[src/rtl/pwm_fade_ctrl.sv]
// PWM generator whose duty ramps up, holds at full scale, then ramps down to zero.
// Define FADE_LOOP_EN to restart the ramp-up after each fade-out (continuous breathing).
module pwm_fade_ctrl #(
    parameter int Width       = 17,
    parameter int Period      = 100000,
    parameter int StepPeriods = 4
) (
    input  logic             clk_i,
    input  logic             rst_i,
    input  logic             start_i,
    input  logic             stop_i,
    input  logic [Width-1:0] step_i,
    input  logic [7:0]       hold_i,
    output logic             busy_o,
    output logic             done_o,
    output logic [Width-1:0] duty_o,
    output logic             tick_o,
    output logic             pwm_o
);
    localparam int SC_W = (StepPeriods > 1) ? $clog2(StepPeriods) : 1;
    localparam logic [Width-1:0] PERIOD_C  = Width'(Period);
    localparam logic [Width-1:0] LAST_CNT  = Width'(Period - 1);
    localparam logic [SC_W-1:0]  LAST_STEP = SC_W'(StepPeriods - 1);

    typedef enum logic [2:0] {
        S_IDLE,
        S_UP,
        S_HOLD,
        S_DOWN,
        S_DONE
    } state_t;

    // Ramp arithmetic saturates at full scale / zero instead of wrapping.
    function automatic logic [Width-1:0] sat_up(input logic [Width-1:0] d,
                                                input logic [Width-1:0] s);
        logic [Width:0] sum;
        sum = {1'b0, d} + {1'b0, s};
        return (sum > {1'b0, PERIOD_C}) ? PERIOD_C : sum[Width-1:0];
    endfunction

    function automatic logic [Width-1:0] sat_down(input logic [Width-1:0] d,
                                                  input logic [Width-1:0] s);
        return (d > s) ? (d - s) : '0;
    endfunction

    state_t           state_q, state_d;
    logic [Width-1:0] cnt_q;
    logic [Width-1:0] duty_q, duty_d;
    logic [Width-1:0] step_q, step_d;
    logic [7:0]       hold_q, hold_d;
    logic [7:0]       hold_cnt_q, hold_cnt_d;
    logic [SC_W-1:0]  step_cnt_q, step_cnt_d;
    logic             done_q, done_d;
    logic             boundary;
    logic [Width-1:0] duty_up, duty_dn;

    assign tick_o   = (cnt_q == LAST_CNT);
    assign boundary = tick_o && (step_cnt_q == LAST_STEP);
    assign duty_up  = sat_up(duty_q, step_q);
    assign duty_dn  = sat_down(duty_q, step_q);
    assign busy_o   = (state_q == S_UP) || (state_q == S_HOLD) || (state_q == S_DOWN);
    assign done_o   = done_q;
    assign duty_o   = duty_q;
    assign pwm_o    = (cnt_q < duty_q);

    always_ff @(posedge clk_i) begin
        if (rst_i) begin
            state_q    <= S_IDLE;
            cnt_q      <= '0;
            duty_q     <= '0;
            step_q     <= '0;
            hold_q     <= '0;
            hold_cnt_q <= '0;
            step_cnt_q <= '0;
            done_q     <= 1'b0;
        end else begin
            state_q    <= state_d;
            cnt_q      <= tick_o ? '0 : cnt_q + Width'(1);
            duty_q     <= duty_d;
            step_q     <= step_d;
            hold_q     <= hold_d;
            hold_cnt_q <= hold_cnt_d;
            step_cnt_q <= step_cnt_d;
            done_q     <= done_d;
        end
    end

    always_comb begin
        state_d    = state_q;
        duty_d     = duty_q;
        step_d     = step_q;
        hold_d     = hold_q;
        hold_cnt_d = hold_cnt_q;
        done_d     = 1'b0;
        step_cnt_d = step_cnt_q;
        if (tick_o) step_cnt_d = boundary ? '0 : step_cnt_q + SC_W'(1);

        case (state_q)
            S_IDLE: begin
                duty_d = '0;
                if (start_i) begin
                    step_d     = (step_i == '0) ? Width'(1) : step_i;
                    hold_d     = hold_i;
                    step_cnt_d = '0;
                    state_d    = S_UP;
                end
            end
            S_UP: begin
                if (stop_i) begin
                    duty_d  = '0;
                    state_d = S_IDLE;
                end else if (boundary) begin
                    duty_d = duty_up;
                    if (duty_up == PERIOD_C) begin
                        hold_cnt_d = '0;
                        state_d    = S_HOLD;
                    end
                end
            end
            S_HOLD: begin
                duty_d = PERIOD_C;
                if (stop_i) begin
                    duty_d  = '0;
                    state_d = S_IDLE;
                end else if (tick_o) begin
                    hold_cnt_d = hold_cnt_q + 8'd1;
                    // A zero hold still spends one full period at 100%.
                    if (({1'b0, hold_cnt_q} + 9'd1) >= {1'b0, hold_q}) begin
                        step_cnt_d = '0;
                        state_d    = S_DOWN;
                    end
                end
            end
            S_DOWN: begin
                if (stop_i) begin
                    duty_d  = '0;
                    state_d = S_IDLE;
                end else if (boundary) begin
                    duty_d = duty_dn;
                    if (duty_dn == '0) begin
                        done_d = 1'b1;
`ifdef FADE_LOOP_EN
                        step_cnt_d = '0;
                        state_d    = S_UP;
`else
                        state_d    = S_DONE;
`endif
                    end
                end
            end
            S_DONE: begin
                duty_d  = '0;
                state_d = S_IDLE;
            end
            default: begin
                duty_d  = '0;
                state_d = S_IDLE;
            end
        endcase
    end
endmodule

[config.mk]
export PLATFORM = sky130hd
export DESIGN_NAME = pwm_fade_ctrl
export DESIGN_NICKNAME = d
export VERILOG_FILES = /design/src/rtl/pwm_fade_ctrl.sv
export SDC_FILE = /design/constraint.sdc
export NUM_CORES = 1
export LEC_CHECK = 0
export ABC_CLOCK_PERIOD_IN_PS = 9500
export CELL_PAD_IN_SITES_DETAIL_PLACEMENT = 0
export CELL_PAD_IN_SITES_GLOBAL_PLACEMENT = 1
export CORE_MARGIN = 3
export CORE_UTILIZATION = 30
export CTS_CLUSTER_DIAMETER = 40
export DETAILED_ROUTE_END_ITERATION = 16
export MAX_ROUTING_LAYER = met4
export PLACE_DENSITY = 0.6
export SKIP_CTS_REPAIR_TIMING = 1
export SLEW_MARGIN = 20
export SYNTH_ARGS = -nofsm -noshare
export SYNTH_HDL_FRONTEND = slang
export SYNTH_SLANG_ARGS = --single-unit
[constraint.sdc]
create_clock -name clk_i -period 9.5 [get_ports clk_i]
set_clock_uncertainty 0.05 [all_clocks]
set_input_delay 1.9 -clock clk_i [delete_from_list [all_inputs] [get_ports clk_i]]
set_output_delay 1.9 -clock clk_i [all_outputs]
set_load 0.1 [all_outputs]
After elaboration in Yosys (flattened, before gate mapping):

Cells that the tools add are included.

* register bits after elaboration: 73
* bits of input ports: 29
* output and inout bits: 21
* logic and storage cells: 85

* $add $sub $neg: 6
* magnitude comparators: 4
* equal/unequal tests: 18
* muxes and demuxes: 34
* bitwise operators: 2
* reductions and logical operators: 13

Operators by type and width (count)
* 2-to-1 mux 17 bit: 8
* case mux 17 bit (3 select lines): 1
* 2-to-1 mux 8 bit: 5
* == test 17 bit, second input constant: 2
* logical NOT 17 bit: 2
* 2-to-1 mux 3 bit: 10
* adder 17 x 17 -> 18 bit: 1
* > comparator 18 x 17 -> 1 bit, second input constant: 1
* adder 17 x 1 -> 17 bit, second input constant: 1
* > comparator 17 bit: 1
* < comparator 17 bit: 1
* subtractor 17 bit: 1
* case mux 8 bit (2 select lines): 1
* 2-to-1 mux 2 bit: 6
* case mux 3 bit (4 select lines): 1
* inequality test 2 bit, second input constant: 5
* adder 8 x 1 -> 9 bit, second input constant: 1
* >= comparator 9 x 8 -> 1 bit: 1
* inequality test 3 x 2 -> 1 bit, second input constant: 3
* inequality test 3 bit, second input constant: 3
* adder 8 x 1 -> 8 bit, second input constant: 1
* AND reduction 7 bit: 1
* == test 3 x 2 -> 1 bit, second input constant: 2
* AND reduction 6 bit: 1
* other kinds (14): 17

Depth between registers and ports, before layout:

* word-level depth: 8
* depth in mapped cells: 13
* gate-level depth less buffers: 13

Worst setup path before layout:

No wires, ideal clock.

* path type: reg-to-output
* start point: reg duty_q[1] (netlist: duty_o[1])
* end point: out pwm_o
* arrival time: 3.899 ns
* data required time: 7.550 ns
* slack: 3.651 ns
* cell stages (with the launch flop): 11
* buffers on the path: 0
* cell sequence: dfxtp_1 inv_1 ha_1 a21o_1 a21o_1 a21o_1 a21oi_1 nor2b_1 o21ai_0 a21oi_1 a31oi_1

* word-level cells in the longest chain between the ends: 1

RTL lines
* start, declared: RTL line 48 `logic [Width-1:0] duty_q, duty_d;`
* start signal, assigned: RTL line 79 `duty_q <= duty_d;`
* < comparator 17 bit: RTL line 64 `assign pwm_o = (cnt_q < duty_q);`
* end, declared: RTL line 18 `output logic pwm_o`

Every way passes these cells.

Worst setup path after layout:

Same ends and word-level chain as after synthesis.

==> results.json <==
{
  "status": "completed",
  "synth.area.top_cells": "dfxtp_1, ha_1, a21oi_1",
  "synth_area_sq_um": 6080,
  "yosys.area.top_type": "dfxtp_1",
  "seqPwrFrac_pct": 25.3,
  "comb_power_share_pct": 51.1,
  "drt_first_pass_iters": 4,
  "holdWs_ns": 0.406,
  "netlist.area_leader.share_pct": 24.0,
  "die-area_sq_um": 22000,
  "arrival_ns": 3.61,
  "relSlewSlack_pct": 30.0,
  "antenna_cells": 0,
  "crit_fanout": 7,
  "avgRoutedWirePerCell_microns": 17.9,
  "setup_slack_ns": 3.94,
  "viasPerCell": 5.34,
  "ys_warn_count": 0,
  "synthFlopType": "dfxtp_1",
  "grt_pass1_vias": 5783,
  "synth_fp_nets": 896,
  "cap_violations": 0,
  "finalSetupViolations": 0,
  "p_leak_nw": 2.71,
  "die_x_microns": 148,
  "synth_common_cells": "nand2_1, a21oi_1, dfxtp_1",
  "syn_to_final_growth_pct": 16.4,
  "synth.distinct_cells": 77,
  "track_usage_pct": 18.7,
  "rsz0062_at_grt": "no",
  "h-tree-depth": 3,
  "p_int_w": 0.000803,
  "ios": 50,
  "tns_ns": 0,
  "overflow": 0,
  "start_util_pct": 30.9,
  "switchingPower_w": 0.000682,
  "grt_start_max_net_pins": 55,
  "power_frac_clock_pct": 23.6,
  "fin_nets": 922,
  "worstSkewPairLatency_ns": 0.34,
  "cts_sinks": 73,
  "cts_root_buffer": "clkbuf_16",
  "irDropWorstVdd_mv": 0.0847,
  "dp_hpwl_mm": 15.7,
  "drv_slew": 0,
  "p_sw_share_pct": 45.9,
  "avgSynthCellArea_sq_um": 7.56,
  "place_ws_ns": 4.25,
  "yosysMostFrequentCell": "nand2_1",
  "die_h_microns": 148,
  "cts_tree": "done",
  "yosysSeqAreaShare_pct": 24.0,
  "final-hold-violation-count": 0,
  "drtIter0Drc": 406,
  "rows": 51,
  "p_per_area_nw_per_um2": 210,
  "tightest_slew_ns": 1.05,
  "via_count": 5877,
  "core_area_sq_um": 19700,
  "required_ns": 7.55,
  "async_flop_share_pct": 0,
  "period_share_pct": 58.5,
  "postRouteAntennaNets": 0,
  "syn_inst": 804,
  "globalplace.congestion": 0.898,
  "cts_made_buffers": 9,
  "synth-seq-cells": 73,
  "crit_type": "flop to output port",
  "io_buffers": 49,
  "cts.clk_slew.worst_paths_ns": 0.06,
  "grt_pass1_wl_mm": 31.9,
  "cts_buffer_depth": 2,
  "startpoint_type": "flop",
  "drc": 0,
  "antenna_found_initial": 0,
  "max_clock_freq_mhz": 180,
  "period_needed_ns": 5.56,
  "wl_mm": 19.7,
  "synth_edf_count": 0,
  "setup.worst_path.end_class": "output port",
  "drive_gt1_share_pct": 4.67,
  "hold_path.class": "flop to flop"
}
-- layout make-up --
type                            count  area, sq um
Tap cell                          265          332
Sequential cell                    73         1460
Inverter                           69          259
Clock inverter                      4         51.3
Multi-Input combinational cell    626         4220
Timing Repair Buffer               51          500
Clock buffer                       12          246
Fill cell                        2141        12600
-- layer usage --
layer	GRT usage (%)	part of all wire [%]	vias to the layer above
met2	28.9	45	147
met5	-	0	-
li1	-	-	2938
met1	25.2	48	2775
met3	4.11	5.7	17
met4	3.93	1.1	0
-- power by group through the flow --
stage | Clock [W] | Combinational, W | Sequential [W]
after floorplan | 0 | 0.000536 | 0.000395
after global placement | 0 | 0.000753 | 0.000380
after detailed placement | 0 | 0.000754 | 0.000382
after CTS | 0.000358 | 0.000757 | 0.000375
after global routing | 0.000370 | 0.000834 | 0.000380
final | 0.000350 | 0.000759 | 0.000376
-- flip-flops by register name, indices dropped and copies added (netlist names) --
signal and cells:
state_q 3, step_cnt_q 2, step_q 17, hold_cnt_q 8, done_o 1, hold_q 8
duty_o 17, cnt_q 17
-- cells in the final DEF, fill, tap and decap left out, drive strengths merged, types with 6 or more instances in the layout --
cell type / instances
a31oi: 7
nor2b: 15
nor2: 61
a2111oi: 6
nor4: 13
nand3: 31
a211oi: 11
xnor2: 28
nor3: 9
and2: 7
a21o: 13
and3: 10
or3: 10
nand2b: 9
ha: 61
nand2: 87
a21oi: 85
xor2: 10
clkbuf: 12
inv: 70
clkdlybuf4s50: 48
a22oi: 10
o22ai: 10
o31ai: 10
o211ai: 10
or2: 7
dfxtp: 73
o21ai: 29
nand4: 13
-- logic make-up (layout without fill, tap and decap cells) --
kind of cell	count (synthesis)	count (layout)	share of synthesized area, %
and+or+nand+nor	286	286	23.6
adders and majority gates	63	63	13.2
xor gates and xnor gates	38	38	5.47
muxes	5	5	0.885
DFF	73	73	24.0
AOI/OAI and AO/OA	234	234	26.2
buffers and inverters	105	136	6.59
-- stage by stage --
| step | area, sq um | util [%] | total power, W | std cells |
|---|---|---|---|---|
| after floorplan | 6080 | - | 0.000931 | 804 |
| after global placement | 6780 | 34.5 | 0.00113 | 1084 |
| after detailed placement | 6780 | 34.5 | 0.00114 | 1084 |
| after CTS | 7070 | 36.0 | 0.00149 | 1100 |
| after global routing | 7070 | 36.0 | 0.00158 | 1100 |
| final | 7070 | 36.0 | 0.00148 | 1100 |
-- worst max-delay path: stages, from the launching register on --
cell             delay, ns
dfxtp_1               0.50
inv_1                 0.08
ha_1                  0.31
a21o_1                0.16
a21o_1                0.18
a21o_1                0.17
a21oi_1               0.14
nor2b_1               0.06
o21ai_0               0.18
a21oi_1               0.10
a31oi_1               0.22
clkdlybuf4s50_1       1.17
-- path summary, 6_finish.rpt --
check | startpoint | slack [ns] | depth (start not counted) | end
worst max-delay path | duty_o[1] | 3.94 | 11 | pwm_o
worst min-delay path | hold_q[1] | 0.41 | 2 | hold_q[1]
worst max register to register | step_q[0] | 5.37 | 12 | state_q[0]
worst min register to register | hold_q[1] | 0.41 | 2 | hold_q[1]
No activity file was read; power rests on OpenSTA's default activity.
